`config.mk`:
```
export PLATFORM = sky130hd
export DESIGN_NAME = frame_buf_sched
export DESIGN_NICKNAME = d
export VERILOG_FILES = /design/src/rtl/frame_buf_sched_pkg.sv /design/src/rtl/frame_buf_rr_arb.sv /design/src/rtl/frame_buf_sched.sv
export SDC_FILE = /design/constraint.sdc
export NUM_CORES = 1
export LEC_CHECK = 0
export BUFFER_PORTS_ARGS = -buffer_cell sky130_fd_sc_hd__buf_2
export CORE_ASPECT_RATIO = 0.75
export CORE_UTILIZATION = 24
export CTS_CLUSTER_DIAMETER = 150
export DETAILED_ROUTE_END_ITERATION = 10
export GPL_ROUTABILITY_DRIVEN = 0
export SYNTH_ARGS = -nofsm -noshare
export SYNTH_HDL_FRONTEND = slang
export SYNTH_HIERARCHICAL = 1
export SYNTH_SLANG_ARGS = --single-unit
```
`constraint.sdc`:
```
create_clock -name wr_clk -period 2 [get_ports wr_clk]
set_input_delay 0 -clock wr_clk [delete_from_list [all_inputs] [get_ports wr_clk]]
set_output_delay 0 -clock wr_clk [all_outputs]
set_load 0.01 [all_outputs]
```
`src/rtl/frame_buf_sched_pkg.sv`:
```
// rtl/frame_buf_sched_pkg.sv - shared encodings for the frame buffer ping-pong scheduler
// Contents:
//   wr_state_t          writer FSM encoding (W_IDLE, W_FILL)
//   rd_state_t          reader FSM encoding (R_IDLE, R_READ, R_DRAIN)
//   GRANT_WR/GRANT_RD   arbiter grant identifiers
//   ASSERT_N/DEASSERT_N levels for the active-low memory enables
`ifndef ASSERT_N
`define ASSERT_N 1'b0
`endif
`ifndef DEASSERT_N
`define DEASSERT_N 1'b1
`endif

package frame_buf_sched_pkg;

  typedef enum logic {
    W_IDLE = 1'b0,
    W_FILL = 1'b1
  } wr_state_t;

  typedef enum logic [1:0] {
    R_IDLE  = 2'd0,
    R_READ  = 2'd1,
    R_DRAIN = 2'd2
  } rd_state_t;

  localparam logic GRANT_WR = 1'b0;
  localparam logic GRANT_RD = 1'b1;

endpackage

```
`src/rtl/frame_buf_rr_arb.sv`:
```
// rtl/frame_buf_rr_arb.sv - two-requester round-robin arbiter for the data memory port
// Ports:
//   wr_clk, reset   clock, synchronous active-high reset
//   wr_req, rd_req  write / read candidates this cycle
//   wr_gnt, rd_gnt  combinational one-hot (or zero) grant
module frame_buf_rr_arb
  import frame_buf_sched_pkg::*;
(
  input  logic wr_clk,
  input  logic reset,
  input  logic wr_req,
  input  logic rd_req,
  output logic wr_gnt,
  output logic rd_gnt
);

  logic last_grant;

  // On contention the side that did not win last time gets the port.
  always_comb begin
    wr_gnt = 1'b0;
    rd_gnt = 1'b0;
    if (wr_req && rd_req) begin
      if (last_grant == GRANT_RD) wr_gnt = 1'b1;
      else                        rd_gnt = 1'b1;
    end else begin
      wr_gnt = wr_req;
      rd_gnt = rd_req;
    end
  end

  always_ff @(posedge wr_clk) begin
    if (reset)       last_grant <= GRANT_RD;
    else if (wr_gnt) last_grant <= GRANT_WR;
    else if (rd_gnt) last_grant <= GRANT_RD;
  end

endmodule

```
`src/rtl/frame_buf_sched.sv`:
```
// rtl/frame_buf_sched.sv - ping-pong two-bank scheduler for the single-port frame memory
// Optional feature macro: FRAME_BUF_SCHED_DROP_CNT_EN (adds drop_cnt[15:0]).
// Ports:
//   wr_clk, reset                       clock, synchronous active-high reset
//   wr_sof, wr_valid, wr_data           capture side: frame start pulse and words
//   wr_ready, wr_busy                   word accepted this cycle / no free bank
//   rd_sof, rd_req                      display side: frame request, next-word request
//   rd_valid, rd_data, rd_eof           read word (1 cycle after grant), last-word flag
//   frame_avail                         a full bank not being read exists
//   mem_wr_en_n, mem_rd_en_n, mem_addr  memory controls, address {bank, word}
//   mem_wr_data, mem_rd_data            memory data out / in (1-cycle read latency)
//   drop_cnt                            count of ignored wr_sof (macro builds only)
module frame_buf_sched
  import frame_buf_sched_pkg::*;
#(
  parameter int DATA_WIDTH = 32,
  parameter int ADDR_WIDTH = 3
) (
  input  logic                  wr_clk,
  input  logic                  reset,
  input  logic                  wr_sof,
  input  logic                  wr_valid,
  input  logic [DATA_WIDTH-1:0] wr_data,
  output logic                  wr_ready,
  output logic                  wr_busy,
  input  logic                  rd_sof,
  input  logic                  rd_req,
  output logic                  rd_valid,
  output logic [DATA_WIDTH-1:0] rd_data,
  output logic                  rd_eof,
  output logic                  frame_avail,
  output logic                  mem_wr_en_n,
  output logic                  mem_rd_en_n,
  output logic [ADDR_WIDTH:0]   mem_addr,
  output logic [DATA_WIDTH-1:0] mem_wr_data,
  input  logic [DATA_WIDTH-1:0] mem_rd_data
`ifdef FRAME_BUF_SCHED_DROP_CNT_EN
  ,
  output logic [15:0]           drop_cnt
`endif
);

  localparam logic [ADDR_WIDTH-1:0] LAST_WORD = '1;

  wr_state_t wr_state, wr_state_nxt;
  rd_state_t rd_state, rd_state_nxt;

  logic [1:0]            full, full_nxt, free, avail;
  logic                  wbank, rbank, oldest;
  logic [ADDR_WIDTH-1:0] wr_cnt, rd_cnt;
  logic                  reading, any_free, free_sel, rd_sel;
  logic                  wr_start, rd_start, wr_done, rd_done, rd_release;
  logic                  wr_cand, rd_cand, wr_gnt, rd_gnt;

  // A bank held by a non-idle reader is neither writable nor offered again.
  always_comb begin
    reading  = (rd_state != R_IDLE);
    free[0]  = !full[0] && !(reading && !rbank);
    free[1]  = !full[1] && !(reading &&  rbank);
    avail[0] =  full[0] && !(reading && !rbank);
    avail[1] =  full[1] && !(reading &&  rbank);
    any_free = |free;
    free_sel = !free[0];
    // Both banks offered only when both are full: take the older one.
    rd_sel   = (&avail) ? oldest : avail[1];
  end

  always_comb begin
    wr_start   = (wr_state == W_IDLE) && wr_sof && any_free;
    rd_start   = (rd_state == R_IDLE) && rd_sof && frame_avail;
    wr_done    = wr_gnt && (wr_cnt == LAST_WORD);
    rd_done    = rd_gnt && (rd_cnt == LAST_WORD);
    rd_release = (rd_state == R_DRAIN);
    full_nxt   = full;
    if (wr_done)    full_nxt[wbank] = 1'b1;
    if (rd_release) full_nxt[rbank] = 1'b0;
  end

  // FSM state registers
  always_ff @(posedge wr_clk) begin
    if (reset) begin
      wr_state <= W_IDLE;
      rd_state <= R_IDLE;
    end else begin
      wr_state <= wr_state_nxt;
      rd_state <= rd_state_nxt;
    end
  end

  // FSM next-state logic
  always_comb begin
    wr_state_nxt = wr_state;
    case (wr_state)
      W_IDLE:  if (wr_start) wr_state_nxt = W_FILL;
      W_FILL:  if (wr_done)  wr_state_nxt = W_IDLE;
      default: wr_state_nxt = W_IDLE;
    endcase
    rd_state_nxt = rd_state;
    case (rd_state)
      R_IDLE:  if (rd_start) rd_state_nxt = R_READ;
      R_READ:  if (rd_done)  rd_state_nxt = R_DRAIN;
      R_DRAIN: rd_state_nxt = R_IDLE;
      default: rd_state_nxt = R_IDLE;
    endcase
  end

  // FSM outputs; no memory op is issued while reset is held.
  always_comb begin
    wr_cand     = !reset && (wr_state == W_FILL) && wr_valid;
    rd_cand     = !reset && (rd_state == R_READ) && rd_req;
    wr_busy     = (wr_state == W_IDLE) && !any_free;
    frame_avail = |avail;
  end

  frame_buf_rr_arb u_arb (
    .wr_clk (wr_clk),
    .reset  (reset),
    .wr_req (wr_cand),
    .rd_req (rd_cand),
    .wr_gnt (wr_gnt),
    .rd_gnt (rd_gnt)
  );

  always_ff @(posedge wr_clk) begin
    if (reset) begin
      full     <= 2'b00;
      wbank    <= 1'b0;
      rbank    <= 1'b0;
      oldest   <= 1'b0;
      wr_cnt   <= '0;
      rd_cnt   <= '0;
      rd_valid <= 1'b0;
      rd_eof   <= 1'b0;
    end else begin
      full     <= full_nxt;
      rd_valid <= rd_gnt;
      rd_eof   <= rd_done;
      if (wr_start) begin
        wbank  <= free_sel;
        wr_cnt <= '0;
      end else if (wr_gnt) begin
        wr_cnt <= wr_cnt + 1'b1;
      end
      if (rd_start) begin
        rbank  <= rd_sel;
        rd_cnt <= '0;
      end else if (rd_gnt) begin
        rd_cnt <= rd_cnt + 1'b1;
      end
      // The other bank is older only if it stays full past this cycle.
      if (wr_done) oldest <= full_nxt[~wbank] ? ~wbank : wbank;
    end
  end

  always_comb begin
    wr_ready    = wr_gnt;
    mem_wr_en_n = wr_gnt ? `ASSERT_N : `DEASSERT_N;
    mem_rd_en_n = rd_gnt ? `ASSERT_N : `DEASSERT_N;
    mem_addr    = rd_gnt ? {rbank, rd_cnt} : {wbank, wr_cnt};
    mem_wr_data = wr_data;
    rd_data     = mem_rd_data;
  end

`ifdef FRAME_BUF_SCHED_DROP_CNT_EN
  always_ff @(posedge wr_clk) begin
    if (reset) drop_cnt <= 16'h0000;
    else if (wr_sof && (wr_busy || (wr_state == W_FILL)) && (drop_cnt != 16'hFFFF))
      drop_cnt <= drop_cnt + 16'h0001;
  end
`endif

endmodule

```
==> impl_results.md <==
- Multi-input gate area: 497 sq um
- Root buffer cell: clkbuf_8
- Register area: 340 sq um
- Gate power share: between 6 and 7%
- Setup violations, final: 0
- Sink Count: 17
- Most frequent cells in the layout: dfxtp_1, buf_2, inv_1
- Leading cell type in the layout, fill and taps excluded: dfxtp_1
- Dpl cell area: 1050 sq um
- Post-synth cell types: 35
- Final Hold Viols: 0
- Nets: 185
- Sw frac: between 20 and 25%
- Synthesis warning total: 6
- Slew at the pin closest to its max-slew limit: 0.296 ns
- Synth area leader: buf_4
- Part of the power in registers: ~54%
- HP Class: input pin to primary output
- VDD IR max: 0.239 mV
- IO Count: 145
- Outcome: finished, final reports clean
- PostCTS Resize Cnt: 0
- Chip height: 67.4 um
- DRC viols: 0
- Setup TNS: 0 ns
- Vias in the first global route: 766
- Core ar.: 5410 sq um
- Seq cells post-synth: 17
- CTS tree: yes
- Place WS: 0.273 ns
- Clock Tree Buf Depth: 2
- Skew-Pair Late Insertion Delay: 0.25 ns
- Crit path time final: 1.85 ns
- Syn Std Cell Area: 1370 sq um
- Die X: 89.2 um
- Syn Inst Count: 156
- Synth area leaders: buf_4, dfxtp_1, mux2_2
- Layout cells sized above 1: 30.9%
- Post-CTS Repair Setup Buffers: 0
- Final core occ: 20.3%
- Routed vias/inst: 4.10
- Layout Skew: around 0.0034 ns
- Net Sw Power: 0.139 mW
- Final period util: 92.7%
- Top-area cell type share of the netlist area: 35.6%
- Grt ovf: 0
- Dpl hpwl: 1700 um
- Crit Path Max Fanout: 8
- Final Non-Filler Cells: between 150 and 200
- Int Pwr: 0.503 mW
- Net count after synthesis: 230
- Area growth syn-to-layout: -19.9%
- Post-Syn Area per Cell: 8.78 sq um
- Setup crit end kind: primary output
- Max_cap viols: 0
- Final Cell Area: about 1100 sq um
- Slew Limit Fails: 0
- Starting Density: between 20% and 30%
- Vias: 758
- ANT nets after route: 0
- PwrDens: 585 nW/um^2
- Critical path startpoint category: flip-flop
- Critical path arrival: 1.85 ns
- Leakage power total: 0.441 nW
- Slew HR: 80.2%
- Placed insts: between 150 and 200
- Setup Crit Path Kind: flip-flop to primary output
- Max Freq: 539 MHz
- Tot GR Track Use: between 7 and 8%
- Port bufs: 16
- Pwr Total: approximately 0.64 mW
- Inserted Clock Buffers: 3
- Clock share of power: 39.4%
- H-tree depth: 1
- Worst Hold Slack: 0.00000444 ns
- Share of synthesized area occupied by flip-flops and latches: 24.8%
- RSZ-0062 raised after global routing: no
- Final setup margin: about 0.15 ns
- # fillers: 622
- Routed length per placed instance: 11.8 um
- Hold_buf cts: 0
- Global-route wire length before repair: approximately 3600 um
- Die ar.: around 6000 sq um
- Initial antenna violation count: 0
- Post-Route WL: 2180 um
- 1st-iter DRT viols: 40
- Router iterations before antenna repair: 4
- Row cnt: 23
- Worst EP required: 2.00 ns
- Antenna cells: 0
- Largest net degree at the start of global routing: 14
- Reg clk slew, reported paths: around 0.060 ns
[worst paths after layout]
path                                   from              end  slack [ns]  cells after the start
worst max-delay path            rd_state[0]      mem_addr[3]        0.15                      5
worst min-delay path            wr_data[11]  mem_wr_data[11]    0.000004                      0
worst max register to register  rd_state[0]      rd_state[1]        0.37                      6
worst min register to register       oldest           oldest        0.49                      2
[cells by family (layout without fill, tap and decap cells)]
kind of cell	count (synthesis)	count (layout)	share of synthesized area, %
compound gates	20	20	10.9
xor+xnor	2	2	1.28
fa+ha+maj	4	4	3.65
buf+inv	75	29	39.1
flops	17	17	24.8
mux	10	10	7.76
simple gates	28	28	12.5
[flip-flops by register name, summed over array words and instances, names as in the netlist]
name,count
full,2
oldest,1
rbank,1
rd_cnt,3
rd_eof,1
rd_state,2
rd_valid,1
u_arb/last_grant,1
wbank,1
wr_cnt,3
wr_state,1
[critical path, stage by stage, from the launching register on]
cell and delay [ns]:
dfxtp_1 0.42, nand2b_1 0.13, nor3b_1 0.31, and2_4 0.26, mux2_2 0.35, buf_2 0.14
[Yosys cell counts]
| master | n |
|---|---|
| o2111a_2 | 1 |
| and2_1 | 2 |
| nand2b_1 | 2 |
| or2_1 | 2 |
| nand3_1 | 1 |
| buf_4 | 65 |
| a21oi_1 | 4 |
| a211o_1 | 1 |
| nor2_1 | 3 |
| a31oi_1 | 2 |
| o2111ai_1 | 2 |
| a31o_2 | 2 |
| and3_1 | 1 |
| nand4_1 | 1 |
| o21ai_0 | 1 |
| a21o_1 | 2 |
| nor2_2 | 1 |
| o211a_1 | 1 |
| inv_1 | 7 |
| nor2b_1 | 2 |
| nand3b_1 | 1 |
| mux2i_1 | 5 |
| xnor2_1 | 2 |
| buf_2 | 2 |
| dfxtp_1 | 17 |
| nor3_2 | 3 |
| buf_6 | 1 |
| nor3b_1 | 2 |
| and3b_1 | 1 |
| nand2_1 | 4 |
| mux2_2 | 5 |
| ha_1 | 4 |
| a21boi_0 | 1 |
| o21a_1 | 3 |
| nor3_1 | 2 |
[power groups by stage]
stage               logic (mW)  clock network (mW)  registers (mW)
global placement        0.0419                   0           0.356
detailed placement      0.0417                   0           0.355
finish                  0.0413               0.253           0.348
CTS                     0.0419               0.263           0.348
floorplan                0.158                   0           0.354
global route            0.0461               0.279           0.349
[area by class of cell]
class / count / area share [%]
Multi-Input combinational cell: 64 / 45.3
Sequential cell: 17 / 31.0
Timing Repair Buffer: 18 / 8.67
Tap cell: 75 / 8.55
Clock buffer: 4 / 4.10
Inverter: 7 / 2.39
[routing by layer]
layer,vias up,track usage [%],routed length (um)
met2,38,10.7,856
met3,2,5.38,216
met4,0,1.39,13
li1,365,-,-
met5,-,0,0
met1,353,10.4,1090
Note: power is estimated with default switching activity, not from simulation.
